[config.mk]
export PLATFORM = sky130hd
export DESIGN_NAME = lmfe_sram_arb_flat
export DESIGN_NICKNAME = d
export VERILOG_FILES = /design/src/rtl/lmfe_pkg.sv /design/src/rtl/lmfe_sram_arb_if.sv /design/src/rtl/lmfe_wr_fifo.sv /design/src/rtl/lmfe_sram_arb.sv /design/src/flat_wrapper.sv
export SDC_FILE = /design/constraint.sdc
export NUM_CORES = 1
export LEC_CHECK = 0
export CORE_MARGIN = 1.5
export CORE_UTILIZATION = 50
export CTS_CLUSTER_SIZE = 14
export DETAILED_ROUTE_END_ITERATION = 16
export PLACE_DENSITY = 0.75
export SLEW_MARGIN = 20
export SYNTH_ARGS = -nofsm -noshare
export SYNTH_HDL_FRONTEND = slang
export SYNTH_SLANG_ARGS = --single-unit
[constraint.sdc]
create_clock -name clk -period 4.5 [get_ports clk]
set_clock_uncertainty 0.05 [all_clocks]
set_input_delay 0.9 -clock clk [delete_from_list [all_inputs] [get_ports clk]]
set_output_delay 0.9 -clock clk [all_outputs]
set_load 0.01 [all_outputs]
[src/rtl/lmfe_pkg.sv]
// Shared LMFE constants and the SRAM arbiter decision encoding.
package lmfe_pkg;
  localparam int LMFE_AW   = 10;
  localparam int LMFE_DW   = 8;
  localparam int IMG_W     = 128;
  localparam int WIN       = 7;
  localparam int LINES_BUF = 7;

  typedef enum logic [1:0] {
    ARB_IDLE = 2'd0,
    ARB_RD   = 2'd1,
    ARB_WR   = 2'd2,
    ARB_FWR  = 2'd3
  } arb_dec_e;

  function automatic logic is_write(arb_dec_e d);
    return (d == ARB_WR) || (d == ARB_FWR);
  endfunction
endpackage

[src/rtl/lmfe_sram_arb_if.sv]
// Requester-side bus of the line-buffer SRAM arbiter: buffered pixel writes and window reads.
interface lmfe_sram_arb_if
  import lmfe_pkg::*;
#(
  parameter int AW       = LMFE_AW,
  parameter int DW       = LMFE_DW,
  parameter int WF_DEPTH = 4
);
  localparam int CW = $clog2(WF_DEPTH) + 1;

  logic          wr_vld;
  logic [AW-1:0] wr_addr;
  logic [DW-1:0] wr_data;
  logic          wr_rdy;
  logic          rd_req;
  logic [AW-1:0] rd_addr;
  logic          rd_gnt;
  logic          rd_dvld;
  logic [DW-1:0] rd_data;
  logic [CW-1:0] wf_cnt;

  modport master (
    output wr_vld, wr_addr, wr_data, rd_req, rd_addr,
    input  wr_rdy, rd_gnt, rd_dvld, rd_data, wf_cnt
  );

  modport slave (
    input  wr_vld, wr_addr, wr_data, rd_req, rd_addr,
    output wr_rdy, rd_gnt, rd_dvld, rd_data, wf_cnt
  );
endinterface

[src/rtl/lmfe_wr_fifo.sv]
// Write-request FIFO: circular buffer of {addr,data} with occupancy count and
// a per-entry address match used for the read-after-write hazard check.
module lmfe_wr_fifo
  import lmfe_pkg::*;
#(
  parameter int AW    = LMFE_AW,
  parameter int DW    = LMFE_DW,
  parameter int DEPTH = 4
) (
  input  logic                       clk,
  input  logic                       RST,
  input  logic                       push,
  input  logic [AW-1:0]              push_addr,
  input  logic [DW-1:0]              push_data,
  input  logic                       pop,
  input  logic [AW-1:0]              cmp_addr,
  output logic [$clog2(DEPTH):0]     cnt,
  output logic [AW-1:0]              head_addr,
  output logic [DW-1:0]              head_data,
  output logic [DEPTH-1:0]           match
);
  localparam int PW = $clog2(DEPTH);
  localparam int CW = PW + 1;

  logic [AW-1:0] addr_mem [DEPTH];
  logic [DW-1:0] data_mem [DEPTH];
  logic [PW-1:0] head, tail;

  always_ff @(posedge clk or posedge RST) begin
    if (RST) begin
      head <= '0;
      tail <= '0;
      cnt  <= '0;
    end else begin
      if (push) tail <= tail + 1'b1;
      if (pop)  head <= head + 1'b1;
      case ({push, pop})
        2'b10:   cnt <= cnt + 1'b1;
        2'b01:   cnt <= cnt - 1'b1;
        default: cnt <= cnt;
      endcase
    end
  end

  // Storage carries no reset; occupancy alone decides which entries are live.
  always_ff @(posedge clk) begin
    if (push) begin
      addr_mem[tail] <= push_addr;
      data_mem[tail] <= push_data;
    end
  end

  assign head_addr = addr_mem[head];
  assign head_data = data_mem[head];

  // Entry i is live when its distance from head (mod DEPTH) is below the count.
  for (genvar i = 0; i < DEPTH; i++) begin : g_match
    logic [PW-1:0] off;
    assign off      = PW'(i) - head;
    assign match[i] = (CW'(off) < cnt) && (addr_mem[i] == cmp_addr);
  end
endmodule

[src/rtl/lmfe_sram_arb.sv]
// Single-port arbiter for the LMFE line-buffer SRAM: read-favoured, bounded write
// starvation, read-after-write hazard guard, registered active-low SRAM controls.
module lmfe_sram_arb
  import lmfe_pkg::*;
#(
  parameter int AW         = LMFE_AW,
  parameter int DW         = LMFE_DW,
  parameter int WF_DEPTH   = 4,
  parameter int STARVE_MAX = 7
) (
  input  logic           clk,
  input  logic           RST,
  lmfe_sram_arb_if.slave bus,
  output logic [AW-1:0]  A,
  output logic [DW-1:0]  D,
  output logic           CE,
  output logic           WE,
  input  logic [DW-1:0]  Q
);
  localparam int CW = $clog2(WF_DEPTH) + 1;
  localparam int SW = $clog2(STARVE_MAX + 1);

  logic [CW-1:0]       wf_cnt;
  logic [AW-1:0]       head_addr;
  logic [DW-1:0]       head_data;
  logic [WF_DEPTH-1:0] hit;
  logic                push, pop, has_wr, full, force_wr;
  logic [SW-1:0]       starve_cnt;
  logic                gnt_p1, gnt_p2;
  arb_dec_e            dec;

  assign full        = (wf_cnt == CW'(WF_DEPTH));
  assign has_wr      = (wf_cnt != '0);
  assign bus.wr_rdy  = (wf_cnt < CW'(WF_DEPTH));
  assign bus.wf_cnt  = wf_cnt;
  assign push        = bus.wr_vld & bus.wr_rdy;
  assign pop         = is_write(dec);

  lmfe_wr_fifo #(.AW(AW), .DW(DW), .DEPTH(WF_DEPTH)) u_wr_fifo (
    .clk       (clk),
    .RST       (RST),
    .push      (push),
    .push_addr (bus.wr_addr),
    .push_data (bus.wr_data),
    .pop       (pop),
    .cmp_addr  (bus.rd_addr),
    .cnt       (wf_cnt),
    .head_addr (head_addr),
    .head_data (head_data),
    .match     (hit)
  );

  assign force_wr = full || (starve_cnt == SW'(STARVE_MAX)) || (bus.rd_req && (|hit));

  always_comb begin
    dec = ARB_IDLE;
    if (has_wr && force_wr) dec = ARB_FWR;
    else if (bus.rd_req)    dec = ARB_RD;
    else if (has_wr)        dec = ARB_WR;
  end

  assign bus.rd_gnt  = (dec == ARB_RD);
  assign bus.rd_dvld = gnt_p2;
  assign bus.rd_data = Q;

  // p0: decision -> p1: SRAM pins driven -> p2: Q valid from the macro
  always_ff @(posedge clk or posedge RST) begin
    if (RST) begin
      A          <= '0;
      D          <= '0;
      CE         <= 1'b1;
      WE         <= 1'b1;
      gnt_p1     <= 1'b0;
      gnt_p2     <= 1'b0;
      starve_cnt <= '0;
    end else begin
      gnt_p1 <= bus.rd_gnt;
      gnt_p2 <= gnt_p1;
      case (dec)
        ARB_WR, ARB_FWR: begin
          CE <= 1'b0;
          WE <= 1'b0;
          A  <= head_addr;
          D  <= head_data;
        end
        ARB_RD: begin
          CE <= 1'b0;
          WE <= 1'b1;
          A  <= bus.rd_addr;
        end
        default: begin
          CE <= 1'b1;
          WE <= 1'b1;
        end
      endcase
      if (pop || !has_wr)
        starve_cnt <= '0;
      else if ((dec == ARB_RD) && (starve_cnt != SW'(STARVE_MAX)))
        starve_cnt <= starve_cnt + 1'b1;
    end
  end
endmodule

[src/flat_wrapper.sv]
// flat-port wrapper written by rule: the top's interface ports become plain ports
module lmfe_sram_arb_flat import lmfe_pkg::*;
#(
  parameter int AW         = LMFE_AW,
  parameter int DW         = LMFE_DW,
  parameter int WF_DEPTH   = 4,
  parameter int STARVE_MAX = 7
)
  (clk, RST, A, D, CE, WE, Q, bus_wr_vld, bus_wr_addr, bus_wr_data, bus_rd_req, bus_rd_addr, bus_wr_rdy, bus_rd_gnt, bus_rd_dvld, bus_rd_data, bus_wf_cnt);
  lmfe_sram_arb_if #(.AW(AW), .DW(DW), .WF_DEPTH(WF_DEPTH)) bus_i ();
  input  logic clk;
  input  logic RST;
  output logic [AW-1:0] A;
  output logic [DW-1:0] D;
  output logic CE;
  output logic WE;
  input  logic [DW-1:0] Q;
  input wire logic [$bits(bus_i.wr_vld)-1:0] bus_wr_vld;
  input wire logic [$bits(bus_i.wr_addr)-1:0] bus_wr_addr;
  input wire logic [$bits(bus_i.wr_data)-1:0] bus_wr_data;
  input wire logic [$bits(bus_i.rd_req)-1:0] bus_rd_req;
  input wire logic [$bits(bus_i.rd_addr)-1:0] bus_rd_addr;
  output wire logic [$bits(bus_i.wr_rdy)-1:0] bus_wr_rdy;
  output wire logic [$bits(bus_i.rd_gnt)-1:0] bus_rd_gnt;
  output wire logic [$bits(bus_i.rd_dvld)-1:0] bus_rd_dvld;
  output wire logic [$bits(bus_i.rd_data)-1:0] bus_rd_data;
  output wire logic [$bits(bus_i.wf_cnt)-1:0] bus_wf_cnt;
  assign bus_i.wr_vld = bus_wr_vld;
  assign bus_i.wr_addr = bus_wr_addr;
  assign bus_i.wr_data = bus_wr_data;
  assign bus_i.rd_req = bus_rd_req;
  assign bus_i.rd_addr = bus_rd_addr;
  assign bus_wr_rdy = bus_i.wr_rdy;
  assign bus_rd_gnt = bus_i.rd_gnt;
  assign bus_rd_dvld = bus_i.rd_dvld;
  assign bus_rd_data = bus_i.rd_data;
  assign bus_wf_cnt = bus_i.wf_cnt;
  lmfe_sram_arb #(.AW(AW), .DW(DW), .WF_DEPTH(WF_DEPTH), .STARVE_MAX(STARVE_MAX)) u_core (.clk(clk), .RST(RST), .bus(bus_i), .A(A), .D(D), .CE(CE), .WE(WE), .Q(Q));
endmodule
# ---- After elaboration in Yosys (flattened, before gate mapping)
# Memory sizes are Yosys's and may differ from the RTL's. A register that Yosys moved wholly into a read port is not among the register bits.
# Index checks and enable logic that the tools add are counted.
dict set report classes {
  add_sub_neg 9
  n_lt_le_gt_ge 5
  eq_ne 12
  n_mux 11
  bitwise_logic 1
  reduce_logical 19
}
# op n
set op_table {}
lappend op_table {{$eq 10x10->1} 4}
lappend op_table {{$pmux 10 s2} 1}
lappend op_table {{$lt 2x3->1} 4}
lappend op_table {{$logic_and 1x1->1} 7}
lappend op_table {{$add 3x1->3 const B} 2}
lappend op_table {{$eq 2x2->1 const B} 3}
lappend op_table {{$eq 3x3->1 const B} 2}
lappend op_table {{$mux 2} 3}
lappend op_table {{$mux 3} 2}
lappend op_table {{$pmux 3 s2} 1}
lappend op_table {{$reduce_bool 2->1} 3}
lappend op_table {{$add 2x1->2 const B} 2}
lappend op_table {{$eq 2x1->1 const B} 2}
lappend op_table {{$logic_or 1x1->1} 4}
lappend op_table {{$mux 1} 4}
lappend op_table {{$reduce_or 4->1} 1}
lappend op_table {{$sub 1x2->2 const A} 2}
lappend op_table {{$sub 2x2->2 const A} 2}
lappend op_table {{$lt 3x3->1 const B} 1}
lappend op_table {{$ne 3x3->1 const B} 1}
lappend op_table {{$reduce_bool 3->1} 1}
lappend op_table {{$reduce_or 3->1} 1}
lappend op_table {{$sub 3x1->3 const B} 1}
lappend op_table {{$reduce_or 2->1} 1}
lappend op_table {{other kinds (2)} 2}
dict set report word_totals {
  reg_bits 24
  ram_bits 72
  in_bits 40
  output_inout_bits 34
  memories 2
}
# name words word_bits rd rd_clocked_by_memory_dff write_ports line
set memory_table {}
lappend memory_table {u_core.u_wr_fifo.addr_mem 4 10 5 0 1 lmfe_wr_fifo.sv:25} ;# logic [AW-1:0] addr_mem [DEPTH];
lappend memory_table {u_core.u_wr_fifo.data_mem 4 8 1 1 1 lmfe_wr_fifo.sv:26} ;# logic [DW-1:0] data_mem [DEPTH];

# ---- Longest topological paths before layout
dict set report logic_depth {
  word_depth 12
  mapped_depth 17
  depth_no_buf 14
}

# ---- Cells and area by module
# From an unflattened synthesis, not the netlist that was laid out.
dict set report hier_totals {
  hier_cells 313
  hier_area_um2 4865.9
}
# module n_inst cells_each area_per_inst_um2
set modules_own_cells {}
lappend modules_own_cells {lmfe_wr_fifo 1 204 3570.9}
lappend modules_own_cells {lmfe_sram_arb 1 109 1295.0}

# ---- Least setup slack after synthesis
# OpenSTA, ideal clock, no wires.
dict set report synth_path {
  path_kind {flip-flop to output port}
  startpoint {register u_core.u_wr_fifo.head[0]}
  endpoint {output port bus_rd_gnt}
  arrival_ns 2.531
  slack_ns 1.019
  path_stages_with_launch 13
  path_buffers 4
  path_cell_list {dfrtp_1 > buf_2 > buf_1 > xor2_1 > inv_1 > ha_1 > a21oi_1 > o21ai_1 > o41ai_4 > or3_1 > buf_2 > buf_6 > nand2_1}
}
dict set report synth_between {
  elab_chain_cells 9
}
# element line
set synth_rtl {}
lappend synth_rtl {{from (decl)} lmfe_wr_fifo.sv:27} ;# logic [PW-1:0] head, tail;
lappend synth_rtl {{from (signal assigned)} lmfe_wr_fifo.sv:36} ;# if (pop) head <= head + 1'b1;
lappend synth_rtl {{$sub 1x2->2 or $sub 2x2->2 (tied branches)} lmfe_wr_fifo.sv:59} ;# assign off = PW'(i) - head;
lappend synth_rtl {{$lt 2x3->1} lmfe_wr_fifo.sv:60} ;# assign match[i] = (CW'(off) < cnt) && (addr_mem[i] == cmp_addr);
lappend synth_rtl {{$logic_and 1x1->1} lmfe_wr_fifo.sv:60}
lappend synth_rtl {{$reduce_or 4->1 *} lmfe_sram_arb.sv:53} ;# assign force_wr = full || (starve_cnt == SW'(STARVE_MAX)) || (bus.rd_req && (|hit));
lappend synth_rtl {{$logic_and 1x1->1 *} lmfe_sram_arb.sv:53}
lappend synth_rtl {{$logic_or 1x1->1 *} lmfe_sram_arb.sv:53}
lappend synth_rtl {{$logic_and 1x1->1 *} lmfe_sram_arb.sv:57} ;# if (has_wr && force_wr) dec = ARB_FWR;
lappend synth_rtl {{$mux 2 *} lmfe_sram_arb.sv:57}
lappend synth_rtl {{$eq 2x1->1 *} lmfe_sram_arb.sv:62} ;# assign bus.rd_gnt = (dec == ARB_RD);
lappend synth_rtl {{to (decl)} flat_wrapper.sv:24} ;# output wire logic [$bits(bus_i.rd_gnt)-1:0] bus_rd_gnt;
# Mark *: on every way between the ends. The rest lies on a longest branch, timed or not.

# ---- Worst setup path in the final report
dict set report layout_path {
  startpoint {input port bus_rd_addr[5]}
  endpoint {output port bus_rd_gnt}
}
dict set report layout_between {
  elab_chain_cells 8
}
# element line
set layout_rtl {}
lappend layout_rtl {{from (decl)} flat_wrapper.sv:22} ;# input wire logic [$bits(bus_i.rd_addr)-1:0] bus_rd_addr;
lappend layout_rtl {{$eq 10x10->1} lmfe_wr_fifo.sv:60}
lappend layout_rtl {{$logic_and 1x1->1} lmfe_wr_fifo.sv:60}
lappend layout_rtl {{$reduce_or 4->1 *} lmfe_sram_arb.sv:53}
lappend layout_rtl {{$logic_and 1x1->1 *} lmfe_sram_arb.sv:53}
lappend layout_rtl {{$logic_or 1x1->1 *} lmfe_sram_arb.sv:53}
lappend layout_rtl {{$logic_and 1x1->1 *} lmfe_sram_arb.sv:57}
lappend layout_rtl {{$mux 2 *} lmfe_sram_arb.sv:57}
lappend layout_rtl {{$eq 2x1->1 *} lmfe_sram_arb.sv:62}
# Marked as above.

==> results.yml <==
floorplanning:
  initial_core_util_pct: 50.96
  ioPinCount: 74
  core_area_um2: 9684
  die-width_um: 102.3
  rows: 36
  die_h_um: 102.3
  die-area_um2: 10470
timing:
  maxSlewViolCount: 0
  setup_viol: 0
  tightest_slew_ps: 1002
  final-hold-violation-count: 0
  post-route-worst-setup-slack_ps: 254.5
  period_share_pct: 94.34
  tns_ps: 0
  hold_slack_ps: 309.4
  fmax_mhz: 235.5
  grt_setup_unrepaired: "false"
  fin_crit_ps: 4246
  relSlewSlack_pct: 33.23
synthesis:
  syn-mean-instance-area_um2: 15.33
  yosys_warnings: 0
  syn_area_um2: 4935
  synth_edf_count: 72
  postSynthCellCount: 322
  ys_seq_elements: 104
  synthFlopType: "edfxtp_1"
  synthesis.nets: 374
  ys_seq_area_share_pct: 60.09
  synth_cell_types: 38
  async_reset_ff_share_pct: 30.77
pwr:
  p_per_area_nw_per_um2: 591.5
  peakVddDrop_v: 0.0003188
  report.power.total_mw: 3.416
  leakagePower_nw: 2.132
detailed_routing:
  routed_wl_mm: 9.506
  drtIter0Drc: 102
  dr.pass1.iters: 4
  vias_per_cell: 5.499
  drc: 0
  ant_nets: 0
  post_drt_wl_per_cell_um: 18.82
  vias: 2777
final_layout:
  syn_to_final_growth_pct: 17.04
  nNetsFinal: 419
  layout-drive-gt1-share_pct: 17.47
  diodes: 0
outcome:
  status: "finished, final reports clean"
global_routing:
  grt_max_degree: 27
  track_usage_pct: 19.48
  grt_pass1_vias: 2832
  grt_overflow: 0
  grt_first_pass_wirelength_mm: 14.85
  antenna_found_initial: 0
clock_network:
  cts_resized: 0
  cts_hold_buffers: 0
  numCtsBuffers: 9
  clk_latency_ps: 370
  htree_num_levels: 3
  clk_pin_slew_ps: 90
  cts_setup_buffers: 0
  cts_buffer_depth: 2
  cts_tree: "yes"
  cts_sinks: 104
  cts-root-buf: "clkbuf_8"
critical_path:
  critPathRequiredTime_ps: 3550
  crit_slowest_cell: "clkdlybuf4s50_1"
  critPathBufInv: 2
  slowest_delay_ps: 570
  worstPathCellList: "clkdlybuf4s50_1 -> xor2_1 -> nor4_1 -> o21ai_1 -> o41ai_4 -> or3_1 -> nand2_1 -> clkdlybuf4s50_1"
  path_delay_family: "buffers and inverters"
  endpoint_kind: "primary output"
  cp_common_cell: "clkdlybuf4s50_1"
  startpoint_type: "input port"
  path_max_fanout: 6
  cp.arrival_ps: 3300
  critPathKind: "input port to primary output"
place:
  place_congestion: 0.9320
  dp_hpwl_mm: 6.831
  place_ws_ps: 307.4
  portBuffers: 57
hold_path:
  hold_path.class: "flop to flop"
flow_run:
  maxCapViolCount: 0
-- metrics by stage --
stage	utilization [%]	cells	instance area, um^2
after global placement	57.43	489	5562
after global routing	59.64	505	5776
final	59.64	505	5776
after detailed placement	57.43	489	5562
after CTS	59.64	505	5776
after floorplan	-	322	4935
-- area by class of cell --
type                       instances  area, um^2
fill                             740        3909
sequential                       104        2965
multi-input combinational        172        1732
timing repair buffer              68       653.1
tap                              133       166.4
clock buffer                      12       155.1
clock inverter                     4       58.81
inverter                          12       45.04
-- report_power, final --
group	internal (mW)	switching [mW]
Sequential	1.27	0.138
Combinational	0.724	0.667
Clock	0.295	0.318
Total	2.29	1.12
-- registers in the layout (all words and copies together) (netlist names) --
name	cells
u_core.A	10
u_core.CE	1
u_core.D	8
u_core.WE	1
u_core.bus.rd_dvld	1
u_core.gnt_p1	1
u_core.starve_cnt	3
u_core.u_wr_fifo.addr_mem	40
u_core.u_wr_fifo.cnt	3
u_core.u_wr_fifo.data_mem	32
u_core.u_wr_fifo.head	2
u_core.u_wr_fifo.tail	2
-- logic make-up (layout without fill, tap and decap cells) --
group | count (synthesis) | count (layout) | synth area share, %
AND/OR/NAND/NOR | 50 | 50 | 5.400
AO/OA/AOI/OAI | 23 | 23 | 4.665
multiplexers | 39 | 39 | 13.21
XOR/XNOR | 48 | 48 | 8.519
adder cells (fa/ha/maj) | 12 | 12 | 3.195
buffers and inverters | 46 | 96 | 4.919
flip-flops | 104 | 104 | 60.09
-- metal layers --
layer	vias to the layer above	track usage, %	wire length, um	part of all wire (%)
met2	83	30.46	4635	49
met1	1402	25.90	4118	43
met5	-	0	0	0
met3	19	5.472	561	5.9
li1	1273	-	-	-
met4	0	7.798	191	2.0
-- synth_stat cells, types with 2 or more instances --
cell | instances | area, um^2
a21oi_1 | 3 | 15.01
a221oi_1 | 4 | 35.03
a221oi_2 | 6 | 90.09
and2_1 | 4 | 25.02
buf_1 | 2 | 7.510
buf_2 | 14 | 70.07
buf_4 | 8 | 60.06
buf_6 | 3 | 33.78
clkbuf_1 | 7 | 26.28
dfrtp_1 | 30 | 750.7
dfstp_2 | 2 | 52.55
edfxtp_1 | 72 | 2162
ha_1 | 11 | 137.6
inv_1 | 12 | 45.04
mux2_4 | 7 | 105.1
mux2i_1 | 13 | 130.1
mux4_2 | 18 | 405.4
nand2_1 | 3 | 11.26
nand4_1 | 4 | 25.02
nor2_1 | 17 | 63.81
nor4_1 | 16 | 100.1
o21ai_0 | 4 | 20.02
xnor2_1 | 13 | 113.9
xor2_1 | 35 | 306.5
-- placed cells by master, fill, tap and decap left out, types with 2 or more instances in the layout --
| cell | instances |
|---|---|
| dfrtp_1 | 30 |
| clkbuf_8 | 11 |
| a221oi_1 | 4 |
| o21ai_0 | 4 |
| mux4_2 | 18 |
| nand4_1 | 4 |
| clkdlybuf4s50_1 | 57 |
| xnor2_1 | 13 |
| a21oi_1 | 3 |
| nor2_1 | 17 |
| nand2_1 | 3 |
| mux2i_1 | 13 |
| buf_4 | 11 |
| inv_1 | 11 |
| xor2_1 | 35 |
| mux2_4 | 7 |
| and2_1 | 4 |
| a221oi_2 | 6 |
| dfstp_2 | 2 |
| edfxtp_1 | 72 |
| nor4_1 | 16 |
| ha_1 | 11 |
-- final timing paths --
check	from	end	slack [ps]	depth (start not counted)
worst max-delay path	bus_rd_addr[5]	bus_rd_gnt	250	8
worst min-delay path	u_core.gnt_p1	u_core.bus.rd_dvld	310	0
worst max register to register	u_core.u_wr_fifo.cnt[1]	u_core.u_wr_fifo.cnt[2]	1320	15
worst min register to register	u_core.gnt_p1	u_core.bus.rd_dvld	310	0
max in group asynchronous	RST	u_core.gnt_p1	3020	3
min in group asynchronous	RST	u_core.starve_cnt[0]	850	2
Note: power is estimated with default switching activity, not from simulation.
==> RTL change 1: new RTL, same flow settings <==
`WF_DEPTH` is set to 4 in 3 places; all go to 8.
--- a/src/rtl/lmfe_sram_arb_if.sv
+++ b/src/rtl/lmfe_sram_arb_if.sv
@@ -4,7 +4,7 @@
 #(
   parameter int AW       = LMFE_AW,
   parameter int DW       = LMFE_DW,
-  parameter int WF_DEPTH = 4
+  parameter int WF_DEPTH = 8
 );
   localparam int CW = $clog2(WF_DEPTH) + 1;
 
--- a/src/rtl/lmfe_sram_arb.sv
+++ b/src/rtl/lmfe_sram_arb.sv
@@ -5,7 +5,7 @@
 #(
   parameter int AW         = LMFE_AW,
   parameter int DW         = LMFE_DW,
-  parameter int WF_DEPTH   = 4,
+  parameter int WF_DEPTH   = 8,
   parameter int STARVE_MAX = 7
 ) (
   input  logic           clk,
--- a/src/flat_wrapper.sv
+++ b/src/flat_wrapper.sv
@@ -3,7 +3,7 @@
 #(
   parameter int AW         = LMFE_AW,
   parameter int DW         = LMFE_DW,
-  parameter int WF_DEPTH   = 4,
+  parameter int WF_DEPTH   = 8,
   parameter int STARVE_MAX = 7
 )
   (clk, RST, A, D, CE, WE, Q, bus_wr_vld, bus_wr_addr, bus_wr_data, bus_rd_req, bus_rd_addr, bus_wr_rdy, bus_rd_gnt, bus_rd_dvld, bus_rd_data, bus_wf_cnt);
Interface: changed (resized bus_wf_cnt); port bits go from 74 to 75. The function was not compared with the original's and may differ.
==> RTL change 1 against the unedited design <==
- count of clock-buffer cells in the layout up 8
- power is 74% higher
- sequential cell count increased by 75
- worst setup slack lost 0.13 ns
- highest routed layer unchanged
- critical path depth is 1 higher
- cell count increased by 70%
- routed wire length rose by 100%
- area after synthesis is 74% higher
- critical endpoint unchanged
- largest cell class unchanged
- largest power group unchanged
- final area grew 75%
==> RTL change 1: results (changes against the unedited design) <==
| Metric | Value |
|---|---|
| TritonCTS Buffers | 17 (was 9) |
| Root buf cell | clkbuf_16 (was clkbuf_8) |
| Global-route wire length before repair | 29600 µm (was 14800 µm) |
| Nets | 689 (was 419) |
| Residual DRC | 0 (unchanged) |
| CP startpoint | bus_rd_addr[9] (was bus_rd_addr[5]) |
| Layout cells sized above 1 | 21.8% (was 17.5%) |
| Reg clk slew, reported paths | 0.06 ns (was 0.09 ns) |
| Top post-synthesis cells by count | edfxtp_1 (144), xor2_1 (75), nand2_1 (38) (was edfxtp_1 (72), xor2_1 (35), dfrtp_1 (30)) |
| Status | complete, no violations (unchanged) |
| H-Tree Depth | 4 (was 3) |
| GR Util met2 | 35.6% (was 30.5%) |
| Hold slack | 0.299 ns (was 0.309 ns) |
| Vias in the first global route | 5092 (was 2832) |
| Slowest-stage cell, CP | or4_1 (was clkdlybuf4s50_1) |
| PostCTS Resize Cnt | 3 (was 0) |
| Most frequent cell after synthesis | edfxtp_1 (unchanged) |
| Gpl congestion | 0.980 (was 0.932) |
| Met1 Use GR | 31.5% (was 25.9%) |
| Post-synthesis sequential area ratio | 60.5% (was 60.1%) |
| Worst Path Max Fanout | 9 (was 6) |
| Clock Latency Late Sink | 0.43 ns (was 0.37 ns) |
| Synth top area cells | edfxtp_1 (50%), dfrtp_1 (9.6%), mux4_2 (9.4%), xor2_1 (7.6%), ha_1 (2.9%) (was edfxtp_1 (44%), dfrtp_1 (15%), mux4_2 (8.2%), xor2_1 (6.2%), ha_1 (2.8%)) |
| CP arrival | 3.43 ns (was 3.30 ns) |
| Via count | 4968 (was 2777) |
| Worst r2r dst | u_core.u_wr_fifo.cnt[3]$_DFFE_PP0P_ (was u_core.u_wr_fifo.cnt[2]$_DFFE_PP0P_) |
| M3 GR Usage | 4.57% (was 5.47%) |
| Post-synth EDFFs | 144 (was 72) |
| Iter 0 DRT Violations | 434 (was 102) |
| Synth cell types | 49 (was 38) |
| Total iterations of the first detailed-routing run | 6 (was 4) |
| Met3 WL | 1310 µm (was 561 µm) |
| Leakage | 3.77 nW (was 2.13 nW) |
| Routed WL | 19400 µm (was 9510 µm) |
| R2r setup slk | 0.69 ns (was 1.32 ns) |
| DP Wirelength | 12800 µm (was 6830 µm) |
| Top Registers | u_core.u_wr_fifo.addr_mem: 80 flops, u_core.u_wr_fifo.data_mem: 64 flops, u_core.A: 10 flops (was u_core.u_wr_fifo.addr_mem: 40 flops, u_core.u_wr_fifo.data_mem: 32 flops, u_core.A: 10 flops) |
| Filler cells | 1247 (was 740) |
| Port bufs | 58 (was 57) |
| Worst Hold End | u_core.bus.rd_dvld$_DFF_PP0_ (unchanged) |
| Syn Nets | 612 (was 374) |
| GRT Util Overall | 22.8% (was 19.5%) |
| Reg2Reg Depth | 17 (was 15) |
| Ys async rst share | 19.6% (was 30.8%) |
[RTL change 1: cell count changes in the layout (fill, tap and decap cells not counted), sizes merged, moves of 9 or more]
cell / delta
mux4: +18
nand2: +35
inv: +17
buf: +24
edfxtp: +72
xor2: +40
ha: +9
[RTL change 1: per-stage QoR]
stage          setup TNS [ns]  setup slack, ns  cells  utilization, %  cell area (µm²)
4_1_cts                     0            0.169    861            60.6            10100
6_report                    0            0.122    861            60.6            10100
3_5_place_dp           -0.174           -0.174    829            57.3             9570
5_1_grt                     0           0.0119    861            60.6            10100
2_1_floorplan               0            0.282    551               -             8590
3_3_place_gp           -0.179           -0.179    829            57.3             9570
[RTL change 1: logic make-up after synthesis]
| kind of cell | share of synthesized area [%] |
|---|---|
| xor+xnor | 9.27 |
| simple gates | 6.12 |
| compound gates | 4.14 |
| buf+inv | 4.41 |
| flops | 60.5 |
| fa+ha+maj | 3.15 |
| mux | 12.4 |
[RTL change 1: critical path: cells and delay by family]
| family | cells | cell delay (ns) |
|---|---|---|
| and+or+nand+nor | 3 | 0.84 |
| buffers and inverters | 3 | 0.97 |
| AOI/OAI and AO/OA | 2 | 0.45 |
| xor gates and xnor gates | 1 | 0.25 |
[RTL change 1: cell type report]
type | count | area share (%)
repair buffers | 93 | 9.30
well taps | 220 | 2.72
clock inverters | 12 | 1.06
flip-flops and latches | 179 | 51.4
clock buffers | 20 | 4.31
multi-input cells | 309 | 30.2
inverters | 28 | 1.04
[RTL change 1: power by group]
| group | switching (mW) | total [mW] | internal (mW) | leakage, nW |
|---|---|---|---|---|
| sequential | 0.216 | 2.29 | 2.08 | 1.71 |
| clock | 0.614 | 1.38 | 0.762 | 0.259 |
| combinational | 1.15 | 2.29 | 1.14 | 1.80 |
==> RTL change 2: new RTL, same settings <==
Without the edit above. Make the reset (`RST`) synchronous in 2 clocked blocks.
--- a/src/rtl/lmfe_wr_fifo.sv
+++ b/src/rtl/lmfe_wr_fifo.sv
@@ -26,7 +26,7 @@
   logic [DW-1:0] data_mem [DEPTH];
   logic [PW-1:0] head, tail;
 
-  always_ff @(posedge clk or posedge RST) begin
+  always_ff @(posedge clk) begin
     if (RST) begin
       head <= '0;
       tail <= '0;
--- a/src/rtl/lmfe_sram_arb.sv
+++ b/src/rtl/lmfe_sram_arb.sv
@@ -64,7 +64,7 @@
   assign bus.rd_data = Q;
 
   // p0: decision -> p1: SRAM pins driven -> p2: Q valid from the macro
-  always_ff @(posedge clk or posedge RST) begin
+  always_ff @(posedge clk) begin
     if (RST) begin
       A          <= '0;
       D          <= '0;
Formal check against the unedited RTL: differs if RST is asserted again (counterexample within 4 cycles, from zero or initial values and one cycle with RST high); with RST held inactive, the same outputs for 4 cycles.
==> RTL change 2 against the unedited design <==
- power shrank 11%
- worst hold slack gained 0.089 ns
- highest routed layer unchanged
- sequential cell count grew 2
- worst setup slack gained 0.060 ns
- first-iteration DRC count grew 29%
- non-clock buffer count shrank 4
- maximum frequency grew 1.4%
- routed wire length shrank 2.9%
- final area shrank 3.4%
- count of clock-buffer cells in the layout shrank 2
- area after synthesis shrank 3.0%
==> RTL change 2: results (changes against the unedited design) <==
| Metric | Value |
|---|---|
| Avg Cell Area, Syn | 14.3 µm² (was 15.3 µm²) |
| DP Wirelength | 6660 µm (was 6830 µm) |
| DR WL met2 | 4480 µm (was 4640 µm) |
| Area after DPL | 5360 µm² (was 5560 µm²) |
| GR Util met2 | 32.0% (was 30.5%) |
| WHS Path Cells | 1 (was 0) |
| WL met1 | 4130 µm (was 4120 µm) |
| Reg2Reg Depth | 13 (was 15) |
| Leakage | 1.95 nW (was 2.13 nW) |
| CP arrival | 3.24 ns (was 3.30 ns) |
| Hold slack | 0.398 ns (was 0.309 ns) |
| Status | complete, no violations (unchanged) |
| Final std cells w/o fill | 515 (was 505) |
| Layout cells sized above 1 | 12.2% (was 17.5%) |
| R2r setup slk | 1.06 ns (was 1.32 ns) |
| Global-route wire length before repair | 14500 µm (was 14800 µm) |
| Worst Hold End | u_core.bus.rd_dvld$_SDFF_PP0_ (was u_core.bus.rd_dvld$_DFF_PP0_) |
| GRT Util Overall | 19.4% (was 19.5%) |
| Synth top area cells | edfxtp_1 (45%), dfxtp_1 (14%), mux4_2 (8.5%), xor2_1 (5.9%), mux2i_1 (3.1%) (was edfxtp_1 (44%), dfrtp_1 (15%), mux4_2 (8.2%), xor2_1 (6.2%), ha_1 (2.8%)) |
| Top post-synthesis cells by count | edfxtp_1 (72), dfxtp_1 (34), xor2_1 (32) (was edfxtp_1 (72), xor2_1 (35), dfrtp_1 (30)) |
| Syn Nets | 386 (was 374) |
| Gpl congestion | 0.840 (was 0.932) |
| Worst Hold Launch | u_core.gnt_p1$_SDFF_PP0_ (was u_core.gnt_p1$_DFF_PP0_) |
| Nets | 433 (was 419) |
| Vias in the first global route | 2748 (was 2832) |
| Ys async rst share | 0% (was 30.8%) |
| Worst r2r dst | u_core.u_wr_fifo.cnt[2]$_SDFFE_PP0P_ (was u_core.u_wr_fifo.cnt[2]$_DFFE_PP0P_) |
| Setup WS pre-CTS | 0.321 ns (was 0.307 ns) |
| Iter 0 DRT Violations | 132 (was 102) |
| Max VDD drop | 0.221 mV (was 0.319 mV) |
-- RTL change 2: cell count changes after synthesis, moves of 6 or more --
cell / delta
a21oi_1: +10
a221oi_2: -6
buf_2: -9
dfrtp_1: -30
dfxtp_1: +34
mux2_4: -7
nand2_1: +10
nor4_1: -7
o21ai_0: +7
-- RTL change 2: cell families (layout without fill, tap and decap cells) --
| kind of cell | count (synthesis) | count (layout) | share of synthesized area, % |
|---|---|---|---|
| adder cells (fa/ha/maj) | 12 | 12 | 3.29 |
| XOR/XNOR | 46 | 46 | 8.58 |
| AO/OA/AOI/OAI | 34 | 34 | 4.94 |
| buffers and inverters | 39 | 91 | 5.26 |
| flip-flops | 106 | 106 | 59.4 |
| multiplexers | 33 | 33 | 11.6 |
| AND/OR/NAND/NOR | 64 | 64 | 6.90 |
-- RTL change 2: area by class of cell --
type                       instances  area [µm²]
timing repair buffer              64         623
sequential                       106        2840
clock inverter                     6        71.3
inverter                          11        41.3
multi-input combinational        189        1690
fill                             708        3660
clock buffer                      10         149
tap                              129         161
-- RTL change 2: where the power goes --
group / total [mW] / internal, mW / switching (mW)
Combinational: 1.05 / 0.528 / 0.524
Clock: 0.629 / 0.297 / 0.331
Sequential: 1.37 / 1.23 / 0.139
-- RTL change 2: how the worst max path moves through the flow --
stage / startpoint / to / slack, ns / cells past startpoint
5_1_grt: bus_rd_addr[0] / bus_rd_gnt / 0.19 / 7
3_3_place_gp: bus_rd_addr[0] / bus_rd_gnt / 0.38 / 7
6_report: bus_rd_addr[8] / bus_rd_gnt / 0.31 / 7
4_1_cts: bus_rd_addr[8] / bus_rd_gnt / 0.30 / 7
3_5_place_dp: bus_rd_addr[0] / bus_rd_gnt / 0.32 / 7
2_1_floorplan: bus_rd_addr[5] / u_core.u_wr_fifo.cnt[2]$_SDFFE_PP0P_ / 0.89 / 14
